[src/rtl/qdma_tg_pkg.sv]
// Shared types and constants for the QDMA traffic generator/checker blocks.
package qdma_tg_pkg;

  typedef enum logic [1:0] {IDLE, RECV, DONE} sink_state_e;

  localparam int unsigned CTRL_RUN_BIT   = 1;
  localparam int unsigned CTRL_CLR_BIT   = 2;
  localparam int unsigned DEF_DATA_WIDTH = 512;
  localparam int unsigned MTY_WIDTH      = 6;
  localparam logic [16:0] PKT_ACC_MAX    = 17'h1FFFF;

endpackage

[src/rtl/h2c_par_chk.sv]
// Per-byte odd-parity check of one stream beat; bytes emptied by mty on the
// tlast beat are excluded from the check.
module h2c_par_chk
  import qdma_tg_pkg::*;
#(
  parameter int unsigned DATA_W = DEF_DATA_WIDTH
) (
  input  logic [DATA_W-1:0]    tdata_i,
  input  logic [DATA_W/8-1:0]  dpar_i,
  input  logic [MTY_WIDTH-1:0] mty_i,
  input  logic                 tlast_i,
  output logic                 err_o
);

  localparam int unsigned BEN = DATA_W / 8;

  always_comb begin
    err_o = 1'b0;
    for (int unsigned i = 0; i < BEN; i++) begin
      if (!tlast_i || (i + 32'(mty_i) < BEN)) begin
        if (dpar_i[i] != ~^tdata_i[8*i +: 8]) begin
          err_o = 1'b1;
        end
      end
    end
  end

endmodule

[src/rtl/h2c_flow_sink.sv]
// H2C AXI-Stream sink: checks packet length and a 32-bit incrementing pattern,
// keeps run statistics. Define H2C_PARITY_CHK_EN to add the byte-parity check.
module h2c_flow_sink
  import qdma_tg_pkg::*;
#(
  parameter int unsigned C_DATA_WIDTH = DEF_DATA_WIDTH,
  parameter int unsigned CNT_WIDTH    = 32,
  parameter int unsigned BYTE_WIDTH   = 48
) (
  input  logic                      axi_aclk,
  input  logic                      user_reset,
  input  logic [31:0]               control_reg,
  input  logic [15:0]               txr_size,
  input  logic [15:0]               num_pkt,
  input  logic [C_DATA_WIDTH-1:0]   h2c_tdata,
  input  logic [C_DATA_WIDTH/8-1:0] h2c_dpar,
  input  logic [MTY_WIDTH-1:0]      h2c_mty,
  input  logic                      h2c_tvalid,
  input  logic                      h2c_tlast,
  output logic                      h2c_tready,
  output logic [CNT_WIDTH-1:0]      pkt_count,
  output logic [BYTE_WIDTH-1:0]     byte_count,
  output logic [CNT_WIDTH-1:0]      cycle_count,
  output logic [CNT_WIDTH-1:0]      len_err_count,
  output logic [CNT_WIDTH-1:0]      data_err_count,
  output logic                      h2c_end
);

  localparam int unsigned BEN = C_DATA_WIDTH / 8;

  sink_state_e           state_q, state_d;
  logic                  tready_q, end_q, in_pkt_q, in_pkt_d, started_q;
  logic [16:0]           run_pkts_q, acc_q;
  logic [31:0]           exp_pat_q;
  logic [CNT_WIDTH-1:0]  pkt_q, cyc_q, lerr_q, derr_q;
  logic [BYTE_WIDTH-1:0] bytes_q;

  logic        run, clr_stats, accept, last_pkt, new_run, cyc_active;
  logic [16:0] beat_bytes, acc_sum;
  logic [17:0] acc_wide;
  logic [BYTE_WIDTH:0] bytes_sum;
  logic        ev_vld, ev_last, ev_err;
  logic [16:0] ev_bytes;

  assign run      = control_reg[CTRL_RUN_BIT];
  assign accept   = h2c_tvalid && tready_q;
  assign last_pkt = (num_pkt != 16'd0) && ((run_pkts_q + 17'd1) == {1'b0, num_pkt});

  always_comb begin
    state_d  = state_q;
    in_pkt_d = in_pkt_q;
    case (state_q)
      IDLE: if (run) state_d = RECV;
      RECV: begin
        // Stopping waits for a packet boundary; an accepted non-last beat keeps us here.
        if (accept) begin
          in_pkt_d = !h2c_tlast;
          if (h2c_tlast && last_pkt)  state_d = DONE;
          else if (h2c_tlast && !run) state_d = IDLE;
        end else if (!in_pkt_q && !run) begin
          state_d = IDLE;
        end
      end
      DONE: if (!run) state_d = IDLE;
      default: state_d = IDLE;
    endcase
  end

  assign new_run    = (state_q == IDLE) && (state_d == RECV);
  assign clr_stats  = control_reg[CTRL_CLR_BIT] || new_run;
  assign cyc_active = (state_q == RECV) && (started_q || accept);
  assign beat_bytes = h2c_tlast ? (17'(BEN) - 17'(h2c_mty)) : 17'(BEN);

`ifdef H2C_PARITY_CHK_EN
  logic        par_err;
  logic        ev_vld_q, ev_last_q, ev_err_q;
  logic [16:0] ev_bytes_q;

  h2c_par_chk #(.DATA_W(C_DATA_WIDTH)) u_par_chk (
    .tdata_i (h2c_tdata),
    .dpar_i  (h2c_dpar),
    .mty_i   (h2c_mty),
    .tlast_i (h2c_tlast),
    .err_o   (par_err)
  );

  always_ff @(posedge axi_aclk) begin
    if (user_reset) begin
      ev_vld_q   <= 1'b0;
      ev_last_q  <= 1'b0;
      ev_err_q   <= 1'b0;
      ev_bytes_q <= '0;
    end else begin
      ev_vld_q   <= accept;
      ev_last_q  <= h2c_tlast;
      ev_err_q   <= (h2c_tdata[31:0] != exp_pat_q) || par_err;
      ev_bytes_q <= beat_bytes;
    end
  end

  assign ev_vld   = ev_vld_q;
  assign ev_last  = ev_last_q;
  assign ev_err   = ev_err_q;
  assign ev_bytes = ev_bytes_q;
`else
  assign ev_vld   = accept;
  assign ev_last  = h2c_tlast;
  assign ev_err   = (h2c_tdata[31:0] != exp_pat_q);
  assign ev_bytes = beat_bytes;
`endif

  assign acc_wide  = {1'b0, acc_q} + {1'b0, ev_bytes};
  assign acc_sum   = acc_wide[17] ? PKT_ACC_MAX : acc_wide[16:0];
  assign bytes_sum = {1'b0, bytes_q} + (BYTE_WIDTH+1)'(ev_bytes);

  always_ff @(posedge axi_aclk) begin
    if (user_reset) begin
      state_q    <= IDLE;
      tready_q   <= 1'b0;
      end_q      <= 1'b0;
      in_pkt_q   <= 1'b0;
      started_q  <= 1'b0;
      run_pkts_q <= '0;
      acc_q      <= '0;
      exp_pat_q  <= '0;
      pkt_q      <= '0;
      cyc_q      <= '0;
      lerr_q     <= '0;
      derr_q     <= '0;
      bytes_q    <= '0;
    end else begin
      state_q  <= state_d;
      in_pkt_q <= in_pkt_d;
      tready_q <= (state_d == RECV);
      end_q    <= (state_q == RECV) && (state_d == DONE);

      if (new_run)     started_q <= 1'b0;
      else if (accept) started_q <= 1'b1;

      if (new_run)     acc_q <= '0;
      else if (ev_vld) acc_q <= ev_last ? 17'd0 : acc_sum;

      if (clr_stats) begin
        exp_pat_q  <= '0;
        run_pkts_q <= '0;
        pkt_q      <= '0;
        cyc_q      <= '0;
        lerr_q     <= '0;
        derr_q     <= '0;
        bytes_q    <= '0;
      end else begin
        if (accept) exp_pat_q <= exp_pat_q + 32'd1;
        if (accept && h2c_tlast && (run_pkts_q != '1)) run_pkts_q <= run_pkts_q + 17'd1;
        if (cyc_active && (cyc_q != '1)) cyc_q <= cyc_q + CNT_WIDTH'(1);
        if (ev_vld) begin
          bytes_q <= bytes_sum[BYTE_WIDTH] ? '1 : bytes_sum[BYTE_WIDTH-1:0];
          if (ev_err && (derr_q != '1)) derr_q <= derr_q + CNT_WIDTH'(1);
          if (ev_last) begin
            if (pkt_q != '1) pkt_q <= pkt_q + CNT_WIDTH'(1);
            if ((acc_sum != {1'b0, txr_size}) && (lerr_q != '1)) lerr_q <= lerr_q + CNT_WIDTH'(1);
          end
        end
      end
    end
  end

  logic unused_ok;
  assign unused_ok = ^{control_reg[31:3], control_reg[0], h2c_tdata[C_DATA_WIDTH-1:32], h2c_dpar};

  assign h2c_tready     = tready_q;
  assign h2c_end        = end_q;
  assign pkt_count      = pkt_q;
  assign byte_count     = bytes_q;
  assign cycle_count    = cyc_q;
  assign len_err_count  = lerr_q;
  assign data_err_count = derr_q;

endmodule

[config.mk]
export PLATFORM = sky130hd
export DESIGN_NAME = h2c_flow_sink
export DESIGN_NICKNAME = d
export VERILOG_FILES = /design/src/rtl/qdma_tg_pkg.sv /design/src/rtl/h2c_par_chk.sv /design/src/rtl/h2c_flow_sink.sv
export SDC_FILE = /design/constraint.sdc
export NUM_CORES = 1
export LEC_CHECK = 0
export ABC_AREA = 1
export CAP_MARGIN = 20
export CORE_AREA = 4 4 321 323
export CTS_BUF_LIST = sky130_fd_sc_hd__clkbuf_16
export CTS_CLUSTER_DIAMETER = 30
export DETAILED_ROUTE_END_ITERATION = 10
export DIE_AREA = 0 0 325 327
export PLACE_DENSITY = 0.37
export SYNTH_ARGS = -nofsm -noshare
export SYNTH_HDL_FRONTEND = slang
export SYNTH_SLANG_ARGS = --single-unit
export TNS_END_PERCENT = 10
[constraint.sdc]
create_clock -name axi_aclk -period 4.5 [get_ports axi_aclk]
set_input_delay 0.675 -clock axi_aclk [delete_from_list [all_inputs] [get_ports axi_aclk]]
set_output_delay 0.675 -clock axi_aclk [all_outputs]
set_load 0.03 [all_outputs]
==> results of run 1 <==
==> per-stage QoR <==
stage | cell area [um^2] | power, uW | std cells | setup TNS, ps | setup slack (ps)
2_1_floorplan | 15500 | 2400 | 2366 | 0 | 1160
3_3_place_gp | 19700 | 2570 | 3899 | -2840 | -112
3_5_place_dp | 19700 | 2560 | 3899 | -2120 | -87.4
4_1_cts | 22700 | 8550 | 4076 | 0 | 612
5_1_grt | 22700 | 8710 | 4078 | 0 | 168
6_report | 22700 | 8380 | 4084 | 0 | 633
==> layout make-up <==
class,instances,area share [%]
tap,1298,7.16
clock buffer,97,10.7
multi-input combinational,1739,39.8
inverter,320,5.32
sequential,248,21.9
antenna,8,0.0882
clock inverter,80,2.23
timing repair buffer,294,12.8
==> cell families after synthesis <==
logic type / synth area share [%]
AND/OR/NAND/NOR: 35.9
buffers and inverters: 9.67
AO/OA/AOI/OAI: 11.7
flip-flops: 32.1
XOR/XNOR: 8.60
adder cells (fa/ha/maj): 2.04
==> registers in the layout, indices dropped and copies added (netlist names) <==
signal	cells
acc_q	17
byte_count	48
cycle_count	32
data_err_count	32
exp_pat_q	32
h2c_end	1
h2c_tready	1
in_pkt_q	1
len_err_count	32
pkt_count	32
run_pkts_q	17
started_q	1
state_q	2
==> worst min path at each step <==
| stage | end | start | slack [ps] |
|---|---|---|---|
| 6_report | started_q | started_q | 450 |
| 5_1_grt | acc_q[5] | acc_q[5] | 500 |
| 4_1_cts | started_q | started_q | 460 |
| 3_5_place_dp | started_q | started_q | 450 |
| 3_3_place_gp | started_q | started_q | 450 |
| 2_1_floorplan | started_q | started_q | 430 |
==> power by group <==
part	internal (uW)	total, uW	leakage (uW)	switching (uW)
sequential	2210	2220	0.00200	4.98
clock	4090	5860	0.00153	1770
combinational	125	303	0.00465	178
total	6420	8380	0.00817	1960
==> synth_stat cells (5+ instances only) <==
library cell               number
sky130_fd_sc_hd__nand2_1      580
sky130_fd_sc_hd__inv_1        313
sky130_fd_sc_hd__dfxtp_1      248
sky130_fd_sc_hd__nor2_1       226
sky130_fd_sc_hd__a21oi_1      165
sky130_fd_sc_hd__nand3_1      131
sky130_fd_sc_hd__nor3_1       104
sky130_fd_sc_hd__xor2_1        99
sky130_fd_sc_hd__o21ai_0       81
sky130_fd_sc_hd__nand4_1       69
sky130_fd_sc_hd__xnor2_1       53
sky130_fd_sc_hd__nor4_1        51
sky130_fd_sc_hd__clkbuf_1      38
sky130_fd_sc_hd__nand2_2       35
sky130_fd_sc_hd__a21oi_2       31
sky130_fd_sc_hd__ha_1          22
sky130_fd_sc_hd__a31oi_1       13
sky130_fd_sc_hd__buf_1          9
sky130_fd_sc_hd__nand3b_1       9
sky130_fd_sc_hd__nor3b_1        9
sky130_fd_sc_hd__or2_2          8
sky130_fd_sc_hd__a211oi_1       6
sky130_fd_sc_hd__buf_2          6
sky130_fd_sc_hd__nor2_2         6
sky130_fd_sc_hd__o21a_1         6
sky130_fd_sc_hd__inv_2          5
sky130_fd_sc_hd__o211ai_1       5
sky130_fd_sc_hd__o221ai_1       5
==> worst register-to-register path, cell delays in order (launching register included) <==
cell and delay (ps):
sky130_fd_sc_hd__dfxtp_1 410, sky130_fd_sc_hd__ha_1 210, sky130_fd_sc_hd__nand2_1 70, sky130_fd_sc_hd__nor2_1 250
sky130_fd_sc_hd__nand2_1 170, sky130_fd_sc_hd__nor2_1 150, sky130_fd_sc_hd__nand2_1 90, sky130_fd_sc_hd__nor2_1 210
sky130_fd_sc_hd__nand2_1 150, sky130_fd_sc_hd__nor4_1 390, sky130_fd_sc_hd__ha_1 320, sky130_fd_sc_hd__inv_1 70
sky130_fd_sc_hd__o211ai_1 90, sky130_fd_sc_hd__nor2_1 120, sky130_fd_sc_hd__nand3_1 110, sky130_fd_sc_hd__a21oi_1 140
sky130_fd_sc_hd__nand3_1 90, sky130_fd_sc_hd__nor2_1 110, sky130_fd_sc_hd__nand3_1 200, sky130_fd_sc_hd__nand2_1 110
sky130_fd_sc_hd__nand2_1 50, sky130_fd_sc_hd__nand2_1 50, sky130_fd_sc_hd__nand2_1 60, sky130_fd_sc_hd__nor2_1 120
==> layer usage <==
metal  routed length (um)  track usage (%)  up-vias  share of wire [%]
met5                   27                0        -              0.041
met4                 1560             4.35        4                2.4
met3                 3470             3.15      111                5.3
met2                30500             19.7      344                 46
met1                30200             15.4     7401                 46
li1                     -                -     8469                  -
==> impl_results.md, run 1 <==
* Detail-routed via count per cell at 4.00
* Post-synthesis instance total at 2366
* Number of placement rows at 116
* Mean routed wirelength per cell at 16.1 um
* Critical path peak fanout at 17
* Total number of clock tree sinks at 248
* Reg-to-reg endpoint: h2c_end
* Primary flip-flop cell chosen by synthesis mapping: sky130_fd_sc_hd__dfxtp_1
* Global-route wire length before repair at 99800 um
* Portion of the clock cycle consumed by the worst path in the final layout at 85.9%
* Total area of multi-input combinational cells at 9030 um^2
* Final weighted congestion of routability-driven global placement at 0.802
* Library cell occupying the most area in the post-synthesis netlist: sky130_fd_sc_hd__dfxtp_1
* Average footprint of a synthesized cell at 6.54 um^2
* Number of fill cells in the layout at 11270
* Most frequent standard cell in the layout excluding fill and tap cells: sky130_fd_sc_hd__nand2_1
* Core utilization of the finished layout at 22.7%
* Final worst path period need at 3870 ps
* Die X at 325 um
* Buffer depth of the longest clock path at 3
* DR pass1 iterations at 5
* RSZ-0062 raised after global routing: false
* Aggregate global-route resource usage at 12.1%
* Clk Latency, worst-skew pair at 640 ps
* Reported leakage power at 0.00817 uW
* CP Launch Type: primary input
* Die boundary height at 327 um
* Nets at 3373
* R2R Setup Slk at 670 ps
* Clock-pin transition on the worst setup and hold timing paths at 40 ps
* Count of distinct cell types in the synthesized netlist at 51
* Fraction of layout cells with a size suffix above 1 at 9.14%
* Number of buffer and inverter stages on the critical path at 5
* Fmax at 0.259 GHz
* Gates resized, CTS repair at 0
* Commonest cells after routing, fill and taps aside: sky130_fd_sc_hd__nand2_1 (579), sky130_fd_sc_hd__inv_1 (337), sky130_fd_sc_hd__clkdlybuf4s50_1 (253), sky130_fd_sc_hd__dfxtp_1 (248), sky130_fd_sc_hd__nor2_1 (225)
* Post-detail-place hpwl at 50600 um
* Die Footprint at 106000 um^2
* Leading cell types by total area after synthesis: sky130_fd_sc_hd__dfxtp_1 (32%), sky130_fd_sc_hd__nand2_1 (14%), sky130_fd_sc_hd__inv_1 (7.6%)
* Outcome: completed
* Initial antenna violation count at 18
* Beginning of the critical path: h2c_mty[2]
* Critical path's largest stage delay at 470 ps
* Synthesized net count at 3040
* Power density over the cells at 369 nW/um^2
* Root buf cell: sky130_fd_sc_hd__clkbuf_16
* Final routed DRC violation total at 0
* Number of buffers inserted by port buffering at 253
* Number of cell instances on the worst register-to-register path at 23
* Logic depth of the worst setup path including buffers at 23
* Core Footprint at 99900 um^2
* Hold buffer count at cts at 0
* Pin count of the biggest net entering global routing at 71
* Peak supply drop at 0.264 mV
* Slew Limit Fails at 0
* Violation count after the first detailed-routing iteration at 819
* Worst Hold Depth at 2
* Final clock skew at 23.7 ps
* Worst hold slack at 452 ps
* Crit path required time at 5000 ps
* Synthesis Warnings at 0
* Worst path most repeated cell: sky130_fd_sc_hd__nand2_1
* Final ANT Viol Nets at 0
* H-tree Lvls at 3
* Series of cell instances along the critical path: clkdlybuf4s50_1 -> nor4_1 -> inv_1 -> o21ai_0 -> nand2_1 -> nor2_1 -> ha_1 -> nand2_2 -> inv_1 -> a21oi_2 -> nand2_4 -> nand3_4 -> buf_12 -> nand2_1 -> nand2_1 -> nand2_1 -> nor2_1 -> nand3_1 -> nor2_2 -> nand2_4 -> buf_4 -> nand3_1 -> a21oi_2
* Dominant delay contributor by cell family on the critical path: simple AND/OR/NAND/NOR gates
* Async SR Flop Fraction at 0%
* TritonCTS clock tree: done
* Wirelength, routed at 65700 um
* Termination of the worst setup path: len_err_count[27]
* Endpoint arrival time on the critical path at 4370 ps
* Number of enable flip-flop cells after synthesis at 0
* FF+latch area at 4960 um^2
* Transition at the pin with the smallest max-transition slack at 978 ps
* Register bit count reported by yosys at 248
* Slew HR at 34.7%
* Leftover overflow at the end of global routing at 0
* Postcts setup bufs at 0
* Proportion of netlist area held by the largest area contributor at 32.1%
* Count of vias placed by the detailed router at 16329
* Number of global-route vias before repair at 16069
* Count of endpoints failing setup in the final report at 0
* Worst R2R Start: run_pkts_q[0]
* Cell with the largest stage delay on the worst path: sky130_fd_sc_hd__clkdlybuf4s50_1
* Initial Utilization at 15.5%
* Worst min-delay path class: flop to flop
* Max-cap violations at 0
* Sequential fraction of the synthesis area at 32.1%
* Worst Setup End Kind: flop
* Area Growth Syn to Fin at 46.6%
* Kind of critical path: primary input to flop
* Hold Violations, Final at 0
* I/O Pins at 828
* Post-synth design cell area at 15500 um^2
* Clock buffer count from CTS at 96
(Power assumes the default switching activity.)
==> inputs of run 2 (changes only) <==
--- a/config.mk
+++ b/config.mk
@@ -13,6 +13,7 @@
 export DETAILED_ROUTE_END_ITERATION = 10
 export DIE_AREA = 0 0 325 327
 export PLACE_DENSITY = 0.37
+export SETUP_SLACK_MARGIN = 0.5
 export SYNTH_ARGS = -nofsm -noshare
 export SYNTH_HDL_FRONTEND = slang
 export SYNTH_SLANG_ARGS = --single-unit
==> run 2 against run 1 <==
Net effect:
- sequential cell count stayed put
- global-route usage stayed put
- sequential share of layout area hardly changed
- clock skew is 0.72 ps lower
- clock power hardly changed
- critical path depth is 2 higher
- sequential power hardly changed
- setup slack better by 110 ps
- hold slack stayed put
- combinational power hardly changed
- maximum frequency is 2.8% higher
- clock-buffer cell count stayed put
- largest cell class unchanged
- largest power group unchanged
==> impl_results.md, run 2 (same netlist as run 1, synthesis figures left out) <==
* Power density over the cells at 369 nW/um^2 (about the same)
* Nets at 3373 (unchanged)
* Peak supply drop at 0.265 mV (+0.27%)
* Worst Setup End Kind: flop
* Transition at the pin with the smallest max-transition slack at 977 ps (-1.17 ps)
* Global-route wire length before repair at 99800 um (unchanged)
* Clk Latency, worst-skew pair at 640 ps (about the same)
* I/O Pins at 828 (unchanged)
* Number of global-route vias before repair at 16069 (unchanged)
* Die Footprint at 106000 um^2 (unchanged)
* Violation count after the first detailed-routing iteration at 839 (+2.4%)
* Slew Limit Fails at 0 (unchanged)
* Leftover overflow at the end of global routing at 0 (unchanged)
* Final worst path period need at 3760 ps (-105 ps)
* Count of endpoints failing setup in the final report at 0 (unchanged)
* DR pass1 iterations at 5 (unchanged)
* Detail-routed via count per cell at 3.99 (-0.16%)
* Pin count of the biggest net entering global routing at 71 (unchanged)
* Hold Violations, Final at 0 (unchanged)
* Area Growth Syn to Fin at 46.7%
* Crit path required time at 5020 ps (+20 ps)
* Core utilization of the finished layout at 22.7% (+0.024 points)
* Final routed DRC violation total at 0 (unchanged)
* Fmax at 0.266 GHz (+2.8%)
* Hold buffer count at cts at 0 (unchanged)
* Reported leakage power at 0.00817 uW (about the same)
* Clock buffer count from CTS at 96 (unchanged)
* Minimum setup slack after placement at -87.4 ps (unchanged)
* Count of vias placed by the detailed router at 16303 (-0.16%)
* Initial antenna violation count at 18 (unchanged)
* Kind of critical path: primary input to flop
* Number of buffers inserted by port buffering at 253 (unchanged)
* Number of placement rows at 116 (unchanged)
* Final ANT Viol Nets at 0 (unchanged)
* Endpoint arrival time on the critical path at 4280 ps (-90 ps)
* RSZ-0062 raised after global routing: true
* Root buf cell: sky130_fd_sc_hd__clkbuf_16
* Worst min-delay path class: flop to flop
* Clock-pin transition on the worst setup and hold timing paths at 40 ps (about the same)
* Total number of clock tree sinks at 248 (unchanged)
* Core Footprint at 99900 um^2 (unchanged)
* Number of fill cells in the layout at 11267 (-0.027%)
* Wirelength, routed at 65600 um (-0.10%)
* Aggregate global-route resource usage at 12.1% (unchanged)
* Fraction of layout cells with a size suffix above 1 at 9.32% (+0.18 points)
* Max-cap violations at 0 (unchanged)
* H-tree Lvls at 3 (unchanged)
* Outcome: completed
* Worst hold slack at 452 ps (unchanged)
* Commonest cells after routing, fill and taps aside: sky130_fd_sc_hd__nand2_1 (579), sky130_fd_sc_hd__inv_1 (337), sky130_fd_sc_hd__clkdlybuf4s50_1 (253), sky130_fd_sc_hd__dfxtp_1 (248), sky130_fd_sc_hd__nor2_1 (222)
* Buffer depth of the longest clock path at 3 (unchanged)
* Worst Slack Setup Final at 738 ps (+105 ps)
* Die X at 325 um (unchanged)
* Most frequent standard cell in the layout excluding fill and tap cells: sky130_fd_sc_hd__nand2_1
* CP Launch Type: primary input
* Die boundary height at 327 um (unchanged)
* Initial Utilization at 15.5% (unchanged)
* Post-detail-place hpwl at 50600 um (unchanged)
* Final sum of negative setup slack at 0 ps (unchanged)
* Slew HR at 34.8% (+0.078 points)
* Final weighted congestion of routability-driven global placement at 0.802 (unchanged)
* Critical path peak fanout at 15 (-2)
* Final clock skew at 23.0 ps (-0.719 ps)
* TritonCTS clock tree: done
* Number of flip-flops in the largest register at 48 (unchanged)
* Mean routed wirelength per cell at 16.1 um (-0.10%)
* Portion of the clock cycle consumed by the worst path in the final layout at 83.6% (-2.3 points)
==> run 2: cell counts in the layout (fill, tap and decap cells not counted) <==
Identical to the previous run, type by type.
==> run 2: power breakdown <==
part,switching [uW],internal [uW]
combinational,178,125
clock,1770,4090
sequential,4.98,2210
==> run 2: worst paths after layout <==
path | start | to | slack, ps | cells after the start
max | h2c_mty[0] | len_err_count[18] | 740 | 25
min | started_q | started_q | 450 | 2
max reg2reg | run_pkts_q[0] | h2c_end | 1020 | 23
min reg2reg | started_q | started_q | 450 | 2
==> run 2: repair_timing <==
| item | CTS | global route |
|---|---|---|
| resized for setup | 0 | 6 |
| buffers inserted | 0 | 0 |
| endpoints found under the setup margin | 0 | 37 |
==> run 2: layout make-up <==
type	count	area (um^2)	share of cell area, %
multi-input combinational	1739	9050	39.8
inverter	320	1210	5.31
clock buffer	97	2430	10.7
sequential	248	4960	21.9
clock inverter	80	505	2.23
timing repair buffer	294	2920	12.9
antenna	8	20.0	0.0881
tap	1298	1620	7.15
==> run 2: stage by stage <==
stage	instance area, um^2	std cells	total power [uW]
2_1_floorplan	15500	2366	2400
3_3_place_gp	19700	3899	2570
3_5_place_dp	19700	3899	2560
4_1_cts	22700	4076	8550
5_1_grt	22700	4078	8710
6_report	22700	4084	8380
==> run 2: per-layer routing <==
metal / wire length (um) / global-route usage [%]
met5: 27 / 0
met4: 1540 / 4.35
met1: 30100 / 15.4
met3: 3500 / 3.15
met2: 30400 / 19.7
==> run 2: worst max-delay path, stage by stage <==
cell                              delay [ps]
sky130_fd_sc_hd__clkdlybuf4s50_1         470
sky130_fd_sc_hd__inv_1                   100
sky130_fd_sc_hd__ha_1                    160
sky130_fd_sc_hd__inv_1                    40
sky130_fd_sc_hd__nor2_1                  140
sky130_fd_sc_hd__nand3_1                 110
sky130_fd_sc_hd__o21ai_0                 200
sky130_fd_sc_hd__buf_4                   160
sky130_fd_sc_hd__ha_1                    280
sky130_fd_sc_hd__nand2_2                 110
sky130_fd_sc_hd__inv_1                    60
sky130_fd_sc_hd__a21oi_2                 210
sky130_fd_sc_hd__nand2_4                  80
sky130_fd_sc_hd__nand3_4                 150
sky130_fd_sc_hd__buf_12                  170
sky130_fd_sc_hd__nand2_1                  70
sky130_fd_sc_hd__nand2_1                  60
sky130_fd_sc_hd__nand2_1                  40
sky130_fd_sc_hd__nor2_1                  150
sky130_fd_sc_hd__nand3_1                 100
sky130_fd_sc_hd__nor2_2                  160
sky130_fd_sc_hd__nand2_4                 140
sky130_fd_sc_hd__buf_4                   230
sky130_fd_sc_hd__nand3_1                 110
sky130_fd_sc_hd__a21oi_2                  70
